`src/rtl/alu_pkg.sv`:
```
// Shared definitions for the ALU command sequencer: widths, ALU in_sel codes,
// sequencer state encoding and the one-hot operation check.
package alu_pkg;

    localparam int DATA_W_DEF = 8;
    localparam int OP_W_DEF   = 7;

    localparam logic [2:0] IN_SEL_PERSIST = 3'b100;
    localparam logic [2:0] IN_SEL_LOAD    = 3'b010;
    localparam logic [2:0] IN_SEL_RESET   = 3'b001;
    localparam logic [2:0] IN_SEL_NOP     = 3'b000;

    typedef enum logic [2:0] {
        ST_INIT  = 3'd0,
        ST_IDLE  = 3'd1,
        ST_ISSUE = 3'd2,
        ST_WAIT  = 3'd3,
        ST_HOLD  = 3'd4
    } seq_state_e;

    // Exactly one bit set; callers zero-extend their operation field.
    function automatic logic is_onehot(input logic [31:0] v);
        return (v != 32'd0) && ((v & (v - 32'd1)) == 32'd0);
    endfunction

endpackage

```
`src/rtl/alu_cmd_fifo.sv`:
```
// Command buffer for the ALU sequencer: synchronous FIFO, registered count,
// pointers wrap modulo DEPTH (DEPTH is a power of two).
module alu_cmd_fifo #(
    parameter int WIDTH = 23,
    parameter int DEPTH = 4,
    parameter int CNT_W = $clog2(DEPTH) + 1
) (
    input  logic             clk,
    input  logic             rst_n,
    input  logic             push_i,
    input  logic [WIDTH-1:0] wdata_i,
    input  logic             pop_i,
    output logic [WIDTH-1:0] rdata_o,
    output logic             full_o,
    output logic             empty_o,
    output logic [CNT_W-1:0] count_o
);

    localparam int PTR_W = (DEPTH > 1) ? $clog2(DEPTH) : 1;

    logic [WIDTH-1:0] mem_q [DEPTH];
    logic [PTR_W-1:0] wr_ptr_q;
    logic [PTR_W-1:0] rd_ptr_q;
    logic [CNT_W-1:0] count_q;
    logic             do_push;
    logic             do_pop;

    assign full_o  = (count_q == CNT_W'(DEPTH));
    assign empty_o = (count_q == '0);
    assign count_o = count_q;
    assign rdata_o = mem_q[rd_ptr_q];

    // Full is judged on the registered count, so a pop in the same cycle
    // does not make room for a push.
    assign do_push = push_i && !full_o;
    assign do_pop  = pop_i && !empty_o;

    always_ff @(posedge clk) begin
        if (do_push) begin
            mem_q[wr_ptr_q] <= wdata_i;
        end
    end

    always_ff @(posedge clk or negedge rst_n) begin
        if (!rst_n) begin
            wr_ptr_q <= '0;
            rd_ptr_q <= '0;
            count_q  <= '0;
        end else begin
            if (do_push) begin
                wr_ptr_q <= wr_ptr_q + PTR_W'(1);
            end
            if (do_pop) begin
                rd_ptr_q <= rd_ptr_q + PTR_W'(1);
            end
            count_q <= count_q + CNT_W'(do_push) - CNT_W'(do_pop);
        end
    end

endmodule

```
`src/rtl/alu_op_sequencer.sv`:
```
// Feeds buffered operand/operation commands to the 8-bit ALU one at a time,
// waits the ALU latency, and holds each result on a valid/ready port.
module alu_op_sequencer
    import alu_pkg::*;
#(
    parameter int DATA_W = DATA_W_DEF,
    parameter int OP_W   = OP_W_DEF,
    parameter int DEPTH  = 4,
    parameter int LAT    = 2
) (
    input  logic              clk,
    input  logic              rst,
    input  logic              cmd_valid,
    output logic              cmd_ready,
    input  logic [DATA_W-1:0] cmd_a,
    input  logic [DATA_W-1:0] cmd_b,
    input  logic [OP_W-1:0]   cmd_op,
    output logic              alu_on,
    output logic [2:0]        alu_in_sel,
    output logic [DATA_W-1:0] alu_num1,
    output logic [DATA_W-1:0] alu_num2,
    output logic [OP_W-1:0]   alu_out_sel,
    input  logic [DATA_W-1:0] alu_out,
    output logic              res_valid,
    input  logic              res_ready,
    output logic [DATA_W-1:0] res_data,
    output logic [OP_W-1:0]   res_op,
    output logic              res_err,
    output logic              busy
);

    localparam int FIFO_W = 2 * DATA_W + OP_W;
    localparam int FCNT_W = $clog2(DEPTH) + 1;
    localparam int CNT_W  = (LAT > 1) ? $clog2(LAT) : 1;

    seq_state_e        state_q, state_d;
    logic              init_done_q;
    logic [CNT_W-1:0]  wait_cnt_q, wait_cnt_d;
    logic [DATA_W-1:0] num1_q, num2_q;
    logic [OP_W-1:0]   out_sel_q;
    logic [DATA_W-1:0] res_data_q;
    logic [OP_W-1:0]   res_op_q;
    logic              res_err_q;

    logic [FIFO_W-1:0] head;
    logic [DATA_W-1:0] head_a, head_b;
    logic [OP_W-1:0]   head_op;
    logic              fifo_full, fifo_empty;
    logic [FCNT_W-1:0] fifo_count;
    logic              fifo_pop;
    logic              op_ok;

    alu_cmd_fifo #(
        .WIDTH (FIFO_W),
        .DEPTH (DEPTH),
        .CNT_W (FCNT_W)
    ) u_fifo (
        .clk     (clk),
        .rst_n   (rst),
        .push_i  (cmd_valid && cmd_ready),
        .wdata_i ({cmd_a, cmd_b, cmd_op}),
        .pop_i   (fifo_pop),
        .rdata_o (head),
        .full_o  (fifo_full),
        .empty_o (fifo_empty),
        .count_o (fifo_count)
    );

    assign {head_a, head_b, head_op} = head;
    assign op_ok       = is_onehot(32'(out_sel_q));
    assign fifo_pop    = (state_q == ST_ISSUE);
    assign res_valid   = (state_q == ST_HOLD);
    assign alu_num1    = num1_q;
    assign alu_num2    = num2_q;
    assign alu_out_sel = out_sel_q;
    assign res_data    = res_data_q;
    assign res_op      = res_op_q;
    assign res_err     = res_err_q;

    // INIT spans two phases: before the first edge after reset release the
    // ALU stays off; init_done_q then gives exactly one ALU reset cycle.
    always_comb begin
        state_d    = state_q;
        wait_cnt_d = wait_cnt_q;
        alu_on     = 1'b0;
        alu_in_sel = IN_SEL_NOP;
        cmd_ready  = !fifo_full;
        busy       = (fifo_count != '0);
        case (state_q)
            ST_INIT: begin
                alu_on     = init_done_q;
                alu_in_sel = IN_SEL_RESET;
                cmd_ready  = 1'b0;
                busy       = init_done_q;
                if (init_done_q) begin
                    state_d = ST_IDLE;
                end
            end
            ST_IDLE: begin
                if (!fifo_empty) begin
                    state_d = ST_ISSUE;
                end
            end
            ST_ISSUE: begin
                busy = 1'b1;
                if (op_ok) begin
                    alu_on     = 1'b1;
                    alu_in_sel = IN_SEL_LOAD;
                    wait_cnt_d = CNT_W'(LAT - 1);
                    state_d    = ST_WAIT;
                end else begin
                    state_d = ST_HOLD;
                end
            end
            ST_WAIT: begin
                busy       = 1'b1;
                alu_on     = 1'b1;
                alu_in_sel = IN_SEL_PERSIST;
                if (wait_cnt_q == '0) begin
                    state_d = ST_HOLD;
                end else begin
                    wait_cnt_d = wait_cnt_q - CNT_W'(1);
                end
            end
            ST_HOLD: begin
                busy = 1'b1;
                if (res_ready) begin
                    state_d = fifo_empty ? ST_IDLE : ST_ISSUE;
                end
            end
            default: begin
                state_d = ST_INIT;
            end
        endcase
    end

    always_ff @(posedge clk or negedge rst) begin
        if (!rst) begin
            state_q     <= ST_INIT;
            init_done_q <= 1'b0;
            wait_cnt_q  <= '0;
            num1_q      <= '0;
            num2_q      <= '0;
            out_sel_q   <= '0;
            res_data_q  <= '0;
            res_op_q    <= '0;
            res_err_q   <= 1'b0;
        end else begin
            state_q     <= state_d;
            init_done_q <= 1'b1;
            wait_cnt_q  <= wait_cnt_d;
            // ISSUE is never re-entered from itself, and no pop happens on
            // the entry edge, so the head here is the command being issued.
            if (state_d == ST_ISSUE) begin
                num1_q    <= head_a;
                num2_q    <= head_b;
                out_sel_q <= head_op;
            end
            if (state_q == ST_ISSUE && !op_ok) begin
                res_data_q <= '0;
                res_op_q   <= out_sel_q;
                res_err_q  <= 1'b1;
            end else if (state_q == ST_WAIT && wait_cnt_q == '0) begin
                res_data_q <= alu_out;
                res_op_q   <= out_sel_q;
                res_err_q  <= 1'b0;
            end
        end
    end

endmodule

```
`config.mk`:
```
export PLATFORM = sky130hd
export DESIGN_NAME = alu_op_sequencer
export DESIGN_NICKNAME = d
export VERILOG_FILES = /design/src/rtl/alu_pkg.sv /design/src/rtl/alu_cmd_fifo.sv /design/src/rtl/alu_op_sequencer.sv
export SDC_FILE = /design/constraint.sdc
export NUM_CORES = 1
export LEC_CHECK = 0
export CAP_MARGIN = 20
export CORE_MARGIN = 5
export CORE_UTILIZATION = 45
export DETAILED_ROUTE_END_ITERATION = 16
export GPL_TIMING_DRIVEN = 0
export HOLD_SLACK_MARGIN = 0.02
export PLACE_DENSITY_LB_ADDON = 0.12
export REMOVE_ABC_BUFFERS = 1
export SLEW_MARGIN = 25
export SYNTH_ARGS = -nofsm -noshare
export SYNTH_HDL_FRONTEND = slang
export SYNTH_SLANG_ARGS = --single-unit
```
`constraint.sdc`:
```
create_clock -name clk -period 4.7 [get_ports clk]
set_input_delay 0.94 -clock clk [delete_from_list [all_inputs] [get_ports clk]]
set_output_delay 0.94 -clock clk [all_outputs]
set_load 0.005 [all_outputs]
```
### Word-level counts from Yosys, hierarchy flattened

Memories as Yosys holds them, arrays and structs flattened. A register that Yosys moved wholly into a read port is not among the register bits.
Cells that the tools add are included.

* $add $sub $neg: 6
* muxes and demuxes: 24
* bitwise operators: 2
* eq/ne operators: 7
* reductions and logical operators: 19

Operators by type and width (count)
* $and 7x32->32: 1
* $logic_not 32->1: 1
* $mux 8: 2
* $mux 3: 5
* $pmux 3 s5: 1
* $mux 7: 2
* $eq 3x2->1 const B: 3
* $pmux 3 s3: 1
* $mux 1: 8
* $sub 7x1->8 const B: 1
* $reduce_bool 7->1: 1
* $eq 3x3->1 const B: 2
* $logic_and 1x1->1: 6
* $logic_not 3->1: 2
* $add 2x1->2 const B: 2
* $logic_not 1->1: 4
* $mux 2: 2
* $pmux 1 s2: 2
* $reduce_bool 2->1: 2
* $add 3x1->3: 1
* $eq 3x1->1 const B: 1
* $pmux 1 s3: 1
* $reduce_bool 3->1: 1
* $reduce_or 3->1: 1
* 5 further kinds: 5

* bits in registers: 28
* input port bits: 35
* bits in writable memories: 92
* memories: 1

Memory list
* u_fifo.mem_q: words 4, bits a word 23, rd ports 1, clocked after Yosys merged registers in 1, write ports 1, RTL line alu_cmd_fifo.sv:21 `logic [WIDTH-1:0] mem_q [DEPTH];`

### Logic depth before layout (Yosys ltp)

Gate-level depths: netlist (run 1).

* depth in word-level cells: 7
* mapped depth: 10
* depth with buffers taken out: 9

### Hierarchy

A second synthesis (run 1) with hierarchy kept.

* cell total of the unflattened synthesis: 315
* area total of the unflattened synthesis: 5719.2 um2

Modules (own cells, without submodules)
* alu_cmd_fifo: seq. area each 2937.8 um2, cells an instance 163, instances 1, area each 3821.2 um2
* alu_op_sequencer: seq. area each 1101.1 um2, cells an instance 152, instances 1, area each 1898.1 um2

### Least setup slack after synthesis (run 1)

OpenSTA, ideal clock, no wires.

* kind: register -> register
* from: reg u_fifo.count_q[1] (netlist: u_fifo.count_o[1])
* to: reg u_fifo.count_q[2] (netlist: u_fifo.count_o[2])
* slack: 2309 ps
* cell stages (with the launch flop): 10
* buffers on the path: 0
* library setup time: 123 ps
* data arrival time: 2268 ps
* period minus slack after synthesis: 2391 ps
* cells stage by stage: dfrtp_1 > nor3_1 > nor2b_1 > ha_1 > inv_1 > ha_1 > inv_1 > fa_1 > xnor2_1 > xnor2_1

* elaborated cells on any way between the ends: 10
* classes of those cells: add/sub: 2; eq/ne: 1; mux: 1; reduce/logical: 6

RTL lines
* start, declared: RTL line alu_cmd_fifo.sv:24 `logic [CNT_W-1:0] count_q;`
* start signal, assigned: RTL line alu_cmd_fifo.sv:56 `count_q <= count_q + CNT_W'(do_push) - CNT_W'(do_pop);`
* $logic_not 3->1: RTL line alu_cmd_fifo.sv:29 `assign empty_o = (count_q == '0);`
* $logic_not 1->1: RTL line alu_cmd_fifo.sv:36 `assign do_pop = pop_i && !empty_o;`
* $logic_and 1x1->1: RTL line alu_cmd_fifo.sv:36
* via u_fifo.do_pop: RTL line alu_cmd_fifo.sv:26 `logic do_pop;`
* $sub 3x1->3: RTL line alu_cmd_fifo.sv:56

The timed path passes the listed nets, and every way through them passes these cells.
A chain may end at the register's enable or synchronous reset.

### Worst setup path after layout (run 1)

* from: reg out_sel_q[4] (netlist: alu_out_sel[4]) (read register of u_fifo.mem_q)
* to: out alu_on

* word-level cells in the longest chain between the ends: 6
* elaborated cells on any way between the ends: 7
* classes of those cells: add/sub: 1; mux: 2; bitwise: 1; reduce/logical: 3

RTL lines
* start, declared: RTL line alu_op_sequencer.sv:40 `logic [OP_W-1:0] out_sel_q;`
* $sub 7x1->8: RTL line alu_pkg.sv:23 `return (v != 32'd0) && ((v & (v - 32'd1)) == 32'd0);`
* $and 7x32->32: RTL line alu_pkg.sv:23
* $logic_not 32->1: RTL line alu_pkg.sv:23
* $logic_and 1x1->1 (*): RTL line alu_pkg.sv:23
* $mux 1 (*): RTL line alu_op_sequencer.sv:106 `if (op_ok) begin`
* $pmux 1 s3 (*): RTL line alu_op_sequencer.sv:89 `case (state_q)`
* end, declared: RTL line alu_op_sequencer.sv:18 `output logic alu_on,`

Mark *: on every way between the ends. The rest lies on a longest branch, timed or not.

==> impl_metrics.py, run 1 <==
metrics = {
    "cts": {
        "cts_resized": 0,
        "clock_latency_ps": 410,
        "clock-sinks": 143,
        "root_buffer": "clkbuf_16",
        "clockBufferDepth": 2,
        "cts.clk_slew.worst_paths_ps": 50,
        "cts_setup_buffers": 0,
        "cts_max_level": 4,
        "numCtsBuffers": 17,
        "cts_tree": "yes",
        "hold_buffers": 0,
    },
    "yosys": {
        "ys_seq_area_frac": 0.719,
        "synth_edf_count": 92,
        "syn_avg_cell_area_um2": 18.3,
        "mappedNetlistArea_mm2": 0.00562,
        "yosysWarnings": 0,
        "synth_ff_type": "edfxtp_1",
        "ys_ff_latch": 143,
        "netlist_instances": 307,
        "synth_cell_types": 40,
        "synth_top_area_cell": "edfxtp_1",
        "synth_top_area_frac": 0.492,
        "synthArstFlopShare": 0.357,
        "synthTopCellsByArea": "edfxtp_1 49%, dfrtp_1 23%, mux4_2 9.2%",
    },
    "setup_path": {
        "r2r_setup_slack_ps": 2070,
        "path_buf_inv": 1,
        "arrival_ps": 2460,
        "crit_end": "alu_on",
        "cp-start-kind": "flip-flop",
        "required_ps": 3760,
        "r2r-end": "u_fifo.count_o[2]",
        "r2r_cells": 9,
        "crit_type": "flip-flop to output pin",
        "startpoint": "alu_out_sel[4]",
        "path_cells": "a211oi_1 -> nor2_1 -> nor4b_4 -> o21ai_1 -> nand3_1 -> clkdlybuf4s50_1",
        "reg2reg_from": "u_fifo.count_o[1]",
        "cp_max_fo": 6,
        "cp_top_family": "simple AND/OR/NAND/NOR gates",
        "cp-end-kind": "output pin",
        "cp_num_cells": 6,
        "cpMaxStageDelayCell": "clkdlybuf4s50_1",
        "slowest_delay_ps": 500,
    },
    "global_route": {
        "grt_max_degree": 31,
        "grt_use_total": 0.147,
        "gr-total-overflow": 0,
        "grt_pass1_wl_mm": 16.3,
        "first_global_vias": 3096,
        "antenna_found_initial": 0,
    },
    "final_layout": {
        "syn_to_final_growth_pct": 27.8,
        "finalNetCount": 440,
        "n_fill_cell": 978,
        "antennaDiodeCount": 0,
        "drive_above_1_share": 0.221,
    },
    "sta": {
        "setup_ws_ps": 1300,
        "hold_viol": 0,
        "worstMarginPinSlew_ps": 811,
        "setup_viol": 0,
        "tns_ps": 0,
        "max_freq_mhz": 295,
        "post-route-min-period_ps": 3400,
        "drv_slew": 0,
        "rsz0062_at_grt": "false",
        "clock_skew_ps": 6.31,
        "post-route-period-util": 0.722,
        "slew_headroom": 0.455,
    },
    "detailed_routing": {
        "antenna_left": 0,
        "drt_iter0_drc": 144,
        "wl_per_cell_um": 17.5,
        "drc_errors": 0,
        "routed_via_density": 4.99,
        "via_count": 2889,
        "wirelength_mm": 10.1,
        "dr.pass1.iters": 4,
    },
    "floorplan": {
        "io_pins": 81,
        "dieArea_mm2": 0.0148,
        "dieHeight_um": 122,
        "rows": 40,
        "design.core.area_mm2": 0.0121,
        "initial_utilization": 0.464,
        "die-width_um": 122,
    },
    "placement": {
        "place_congestion": 0.746,
        "port-buffer-count": 80,
        "pre_cts_ws_ps": 1700,
        "dp_hpwl_mm": 6.56,
    },
    "status": {
        "status": "complete, no violations",
    },
    "pwr": {
        "vdd_drop_max_mv": 0.347,
        "powerDensity_mw_per_mm2": 644,
        "leakage_nw": 2.62,
        "power_w": 0.00462,
    },
    "run": {
        "max_cap_viol_count": 0,
    },
    "min_path": {
        "hp-class": "input port to asynchronous set/reset pin",
    },
}
[through the flow]
step / cells / instance area [um2] / hold slack, ps / util
2_1_floorplan: 295 / 5550 / 468 / -
3_3_place_gp: 543 / 6560 / 463 / 0.542
3_5_place_dp: 547 / 6640 / 472 / 0.548
4_1_cts: 579 / 7180 / 416 / 0.593
5_1_grt: 579 / 7180 / 429 / 0.593
6_report: 579 / 7180 / 420 / 0.593
[worst min-delay path by stage]
stage,cells after the start,end,slack [ps]
global placement,1,res_err,460
finish,1,res_op[4],420
detailed placement,1,res_err,470
floorplan,1,u_fifo.count_o[2],470
CTS,1,res_op[4],420
global route,1,res_op[4],430
[layout make-up]
class | instances | area [um2] | area share
clock inverters | 7 | 63.8 | 0.00889
flip-flops and latches | 143 | 4040 | 0.563
clock buffers | 25 | 475 | 0.0662
inverters | 8 | 30.0 | 0.00418
repair buffers | 84 | 876 | 0.122
well taps | 168 | 210 | 0.0293
multi-input cells | 144 | 1490 | 0.207
[cell usage after synthesis, types with 5 or more instances]
cell	instances
a21oi_1	11
buf_2	5
nor3b_1	5
edfxtp_1	92
mux4_2	23
nor2_1	6
nand2_1	24
ha_1	6
inv_1	8
dfrtp_1	51
mux2_2	21
mux2_4	7
[power by group]
group          internal (W)  switching [W]
combinational      0.000909       0.000538
clock              0.000751       0.000458
sequential          0.00169       0.000275
total               0.00335        0.00127
[state kept, by name, summed over array words and instances (netlist names), 3 cells and up]
register	cells
u_fifo.mem_q	92
alu_num2	8
res_data	8
res_op	7
state_q	3
alu_out_sel	7
alu_num1	8
u_fifo.count_o	3
[per-layer routing]
layer / wire length [um] / GRT usage
met5: 0 / 0
met4: 82 / 0.0420
met3: 560 / 0.0543
met2: 5010 / 0.236
met1: 4470 / 0.189
[cells in the final DEF, fill, tap and decap left out, types with 2 or more instances in the layout]
master and n:
ha_1 6, clkbuf_1 6, dfrtp_1 49, clkbuf_8 2, nand3_1 3, edfxtp_1 92, mux2_2 21, xnor2_1 4
nor2_1 6, nor3b_1 5, buf_8 2, clkinv_1 2, inv_1 8, o21ai_1 2, nor2b_1 2, clkinv_2 2
o21ai_0 2, clkbuf_16 17, nor3_1 3, nand2_1 24, clkdlybuf4s50_1 79, a211oi_1 2, a21oi_1 11, mux4_2 23
and3_2 4, mux2_1 3, mux2_4 7, dfrtp_2 2, a31oi_1 2
[kinds of logic (layout without fill, tap and decap cells)]
logic type      count (synthesis)  in the layout  synth area share
compound gates                 22             22            0.0238
other cells                     1              1          0.000667
flops                         143            143             0.719
xor+xnor                        5              5           0.00779
simple gates                   54             54            0.0534
buf+inv                        20            124            0.0180
mux                            55             55             0.161
fa+ha+maj                       7              7            0.0169
Power figures use the tool's default switching activity.
==> run 2, diff against run 1 <==
- clock period: 4.7 -> 2.7 ns (I/O delays scaled with it)
==> run 2 against run 1 <==
  * Register-to-register slack got worse by 1800 ps
  * Wire length grew 1.5%
  * Utilization grew 0.94 points
  * Setup slack got worse by 1100 ps
  * Clock-buffer cell count is the same
  * First-iteration DRC count grew 6.9%
  * Final cell count grew 1.4%
  * Die area unchanged
  * Critical endpoint is now cmd_ready
  * Design area is 1.6% higher
==> impl_metrics.py, run 2 (synthesized netlist as in run 1, its figures left out) <==
metrics = {
    "setup_path": {
        "startpoint": "state_q[1]",
        "reg2reg_from": "state_q[1]",
        "crit_type": "flip-flop to output pin",
        "r2r_setup_slack_ps": 270,
        "r2r_cells": 9,
        "cp-start-kind": "flip-flop",
        "crit_end": "cmd_ready",
        "r2r-end": "u_fifo.count_o[2]",
        "required_ps": 2160,
        "cp-end-kind": "output pin",
        "cp_max_fo": 9,
        "arrival_ps": 1980,
    },
    "sta": {
        "max_freq_mhz": 397,
        "worstMarginPinSlew_ps": 685,
        "post-route-period-util": 0.932,
        "post-route-min-period_ps": 2520,
        "rsz0062_at_grt": "false",
        "clock_skew_ps": 6.93,
        "hold_ws_ps": 478,
        "setup_viol": 0,
        "drv_slew": 0,
        "tns_ps": 0,
        "slew_headroom": 0.544,
        "hold_viol": 0,
    },
    "final_layout": {
        "post-route-util": 0.602,
        "finalNetCount": 448,
        "instances_no_fill": 587,
        "final_cell_mix": "92 x edfxtp_1, 77 x clkdlybuf4s50_1, 45 x dfrtp_1, 24 x nand2_1, 23 x mux4_2",
        "syn_to_final_growth_pct": 29.8,
        "seq_area_mm2": 0.00405,
        "layout_commonest_cell": "edfxtp_1",
        "largest_reg_flops": 92,
        "antennaDiodeCount": 0,
        "finalInstanceArea_mm2": 0.00730,
        "n_fill_cell": 961,
        "largest-register": "u_fifo.mem_q",
        "multi_input_area_mm2": 0.00153,
        "drive_above_1_share": 0.258,
    },
    "cts": {
        "clock-sinks": 143,
        "clock_latency_ps": 410,
        "clockBufferDepth": 2,
        "cts_max_level": 4,
        "root_buffer": "clkbuf_16",
        "cts_tree": "yes",
        "cts.clk_slew.worst_paths_ps": 50,
        "numCtsBuffers": 17,
    },
    "min_path": {
        "hp-class": "flip-flop to flip-flop",
    },
    "floorplan": {
        "dieHeight_um": 122,
        "io_pins": 81,
        "initial_utilization": 0.464,
        "die-width_um": 122,
        "design.core.area_mm2": 0.0121,
        "rows": 40,
        "dieArea_mm2": 0.0148,
    },
    "global_route": {
        "grt_max_degree": 31,
        "grt_use_total": 0.149,
        "gr-total-overflow": 0,
        "antenna_found_initial": 0,
        "first_global_vias": 3133,
        "grt_pass1_wl_mm": 16.5,
    },
    "placement": {
        "port-buffer-count": 80,
        "dp_hpwl_mm": 6.56,
        "place_congestion": 0.746,
        "numPlacedInstances": 547,
        "place_area_mm2": 0.00664,
    },
    "detailed_routing": {
        "drc_errors": 0,
        "wl_per_cell_um": 17.5,
        "antenna_left": 0,
        "wirelength_mm": 10.3,
        "routed_via_density": 4.99,
        "drt_iter0_drc": 154,
        "via_count": 2930,
        "dr.pass1.iters": 4,
    },
    "pwr": {
        "vdd_drop_max_mv": 0.603,
        "leakage_nw": 2.70,
        "powerDensity_mw_per_mm2": 1120,
    },
    "status": {
        "status": "complete, no violations",
    },
    "run": {
        "max_cap_viol_count": 0,
    },
}
==> run 2: worst min path at each step <==
stage,start,end,cells past startpoint
3_5_place_dp,rst,res_op[4],1
3_3_place_gp,res_err,res_err,1
4_1_cts,res_err,res_err,1
5_1_grt,res_err,res_err,1
2_1_floorplan,rst,alu_num1[0],0
6_report,res_err,res_err,1
==> run 2: layout make-up <==
type / instances / share of cell area
timing repair buffer: 92 / 0.129
tap: 168 / 0.0288
inverter: 8 / 0.00412
multi-input combinational: 144 / 0.209
clock buffer: 25 / 0.0652
sequential: 143 / 0.555
clock inverter: 7 / 0.00875
==> run 2: routing by layer <==
metal	share of wire	GRT usage	up-vias	wire (um)
li1	-	-	1377	-
met1	0.44	0.191	1474	4490
met2	0.50	0.240	73	5150
met3	0.055	0.0543	6	562
met4	0.0072	0.0420	0	74
met5	0	0	-	0
==> run 2: critical path, cell delays in order (launching register included) <==
cell	delay, ps
dfrtp_1	530
nor3_1	150
a21oi_1	310
clkdlybuf4s50_1	580
==> run 2: metrics by stage <==
step	power [W]	worst slack, ps
after global routing	0.00867	29.4
after floorplan	0.00480	309
after CTS	0.00828	-119
after global placement	0.00591	-749
after detailed placement	0.00606	64.0
final	0.00818	184
==> run 2: what timing repair did <==
item / in CTS / in global routing
pin swaps: 3 / 2
setup endpoints to repair: 3 / 4
hold buffers: 1 / 0
gates resized for setup: 8 / 6
gates cloned: 0 / 0
endpoints found under the hold margin: 6 / 0
setup buffers: 6 / 1
==> run 2: report_power, final <==
part / switching, W / internal (W)
registers: 0.000500 / 0.00296
clock network: 0.000797 / 0.00131
logic: 0.000971 / 0.00165
total: 0.00227 / 0.00591
==> run 3, diff against run 2 <==
- clock period: 2.7 -> 2.5 ns (I/O delays scaled with it)
==> run 3 against run 2 <==
  * Clock skew about the same
  * Clock power grew 9%
  * Global-route usage grew 0.23 points
  * Critical path depth grew 5
  * First-iteration DRC count increased by 14%
  * Design area rose by 2.0%
  * Combinational power increased by 13%
  * Clock-buffer cell count unchanged
  * Total power grew 9.6%
  * Critical path type unchanged
  * Largest cell class unchanged
==> impl_metrics.py, run 3 (synthesized netlist as in run 1, its figures left out) <==
metrics = {
    "detailed_routing": {
        "wl_per_cell_um": 17.4,
        "wirelength_mm": 10.5,
        "drt_iter0_drc": 175,
        "met3_length_um": 554,
        "dr.pass1.iters": 4,
        "antenna_left": 0,
        "wl_met1_mm": 4.61,
        "met2_length_mm": 5.23,
        "highest_layer": "met4",
        "routed_via_density": 4.98,
        "via_count": 2996,
        "drc_errors": 0,
    },
    "setup_path": {
        "slowest_delay_ps": 430,
        "cp_top_family": "flip-flops",
        "arrival_ps": 1940,
        "cp-end-kind": "output pin",
        "path_cells": "buf_4 -> a211oi_2 -> nor2_2 -> nor4b_4 -> o21ai_2 -> buf_4 -> nand3_2 -> buf_2",
        "cp-start-kind": "flip-flop",
        "r2r_setup_slack_ps": 190,
        "required_ps": 2000,
        "r2r_cells": 9,
        "crit_type": "flip-flop to output pin",
        "crit_path_frequent_cell": "buf_4",
        "reg2reg_from": "state_q[0]",
        "path_buf_inv": 3,
        "cp_max_fo": 4,
        "r2r-end": "u_fifo.count_o[2]",
        "cpMaxStageDelayCell": "dfrtp_2",
    },
    "pwr": {
        "vdd_drop_max_mv": 0.653,
        "clkPwrFrac": 0.254,
        "p_int_w": 0.00646,
        "leakage_nw": 2.75,
        "power_w": 0.00896,
        "powerDensity_mw_per_mm2": 1200,
        "power_switching_w": 0.00250,
        "p_comb_frac": 0.329,
        "pwr-share-seq": 0.417,
        "swShare": 0.279,
    },
    "cts": {
        "cts_max_level": 4,
        "root_buffer": "clkbuf_16",
        "numCtsBuffers": 17,
        "clock-sinks": 143,
        "clock_latency_ps": 410,
        "cts_tree": "yes",
        "cts.clk_slew.worst_paths_ps": 50,
        "clockBufferDepth": 2,
    },
    "final_layout": {
        "layout_commonest_cell": "edfxtp_1",
        "final_cell_mix": "92 x edfxtp_1, 77 x clkdlybuf4s50_1, 44 x dfrtp_1, 24 x nand2_1, 23 x mux4_2",
        "n_fill_cell": 939,
        "multi_input_area_mm2": 0.00156,
        "finalNetCount": 463,
        "drive_above_1_share": 0.300,
        "syn_to_final_growth_pct": 32.4,
        "instances_no_fill": 602,
        "largest-register": "u_fifo.mem_q",
        "antennaDiodeCount": 0,
        "seq_area_mm2": 0.00405,
        "post-route-util": 0.614,
        "largest_reg_flops": 92,
    },
    "floorplan": {
        "dieArea_mm2": 0.0148,
        "design.core.area_mm2": 0.0121,
        "dieHeight_um": 122,
        "initial_utilization": 0.464,
        "io_pins": 81,
        "rows": 40,
        "die-width_um": 122,
    },
    "min_path": {
        "min_to": "res_err",
        "hold_depth": 1,
        "hp-class": "flip-flop to flip-flop",
        "min-delay-start": "res_err",
    },
    "sta": {
        "post-route-min-period_ps": 2440,
        "worstMarginPinSlew_ps": 683,
        "setup_viol": 0,
        "slew_headroom": 0.544,
        "post-route-period-util": 0.977,
        "setup_ws_ps": 57.5,
        "drv_slew": 0,
        "hold_ws_ps": 491,
        "rsz0062_at_grt": "true",
        "hold_viol": 0,
        "max_freq_mhz": 409,
        "clock_skew_ps": 6.76,
    },
    "global_route": {
        "grt_pass1_wl_mm": 16.8,
        "first_global_vias": 3222,
        "gr-total-overflow": 0,
        "grt_max_degree": 31,
        "grt_use_total": 0.151,
        "antenna_found_initial": 0,
    },
    "run": {
        "max_cap_viol_count": 0,
    },
    "status": {
        "status": "complete, no violations",
    },
    "placement": {
        "port-buffer-count": 80,
        "numPlacedInstances": 547,
        "dp_hpwl_mm": 6.56,
        "pre_cts_ws_ps": -136,
        "place_congestion": 0.746,
    },
}
-- run 3: worst max-delay path by stage --
stage / from / endpoint / slack, ps / cells after the start
3_5_place_dp: u_fifo.count_o[1] / u_fifo.count_o[2] / -140 / 9
4_1_cts: alu_out_sel[4] / alu_on / -20 / 8
5_1_grt: alu_out_sel[3] / alu_on / -50 / 7
6_report: alu_out_sel[4] / alu_on / 60 / 8
3_3_place_gp: rst / u_fifo.wr_ptr_q[0] / -910 / 1
2_1_floorplan: u_fifo.count_o[1] / u_fifo.count_o[2] / 110 / 9
-- run 3: worst reg2reg max path, delay by kind of cell (launching register included) --
kind / cells / cell delay, ps
and+or+nand+nor: 2 / 580
xor gates and xnor gates: 2 / 270
buffers and inverters: 2 / 110
DFF: 1 / 480
adders and majority gates: 3 / 750
-- run 3: layout make-up --
| class | instances | area share |
|---|---|---|
| sequential | 143 | 0.544 |
| multi-input combinational | 144 | 0.209 |
| timing repair buffer | 107 | 0.142 |
| clock buffer | 25 | 0.0639 |
| tap | 168 | 0.0282 |
| clock inverter | 7 | 0.00857 |
| inverter | 8 | 0.00403 |
-- run 3: layer usage --
| layer | GRT usage | up-vias |
|---|---|---|
| li1 | - | 1408 |
| met1 | 0.193 | 1508 |
| met2 | 0.246 | 72 |
| met3 | 0.0543 | 8 |
| met4 | 0.0427 | 0 |
| met5 | 0 | - |
-- run 3: power by group through the flow --
| stage | sequential, W | combinational [W] | clock, W |
|---|---|---|---|
| floorplan | 0.00368 | 0.00150 | 0 |
| global placement | 0.00380 | 0.00258 | 0 |
| detailed placement | 0.00376 | 0.00278 | 0 |
| CTS | 0.00376 | 0.00296 | 0.00233 |
| global route | 0.00383 | 0.00320 | 0.00245 |
| finish | 0.00374 | 0.00295 | 0.00228 |
-- run 3: repair_timing --
item / 4_1_cts / 5_1_grt
pin swaps: 8 / 8
cloned: 0 / 0
hold buffers: 1 / 0
buffers inserted: 19 / 5
endpoints found under the setup margin: 6 / 15
resized for setup: 30 / 2
hold endpoints to repair: 21 / 0
-- run 3: stage by stage --
stage          setup TNS (ps)  instance area (um2)
6_report                    0                 7440
3_3_place_gp           -64760                 6560
2_1_floorplan               0                 5550
4_1_cts                 -21.1                 7410
5_1_grt                 -70.7                 7440
3_5_place_dp             -212                 6640
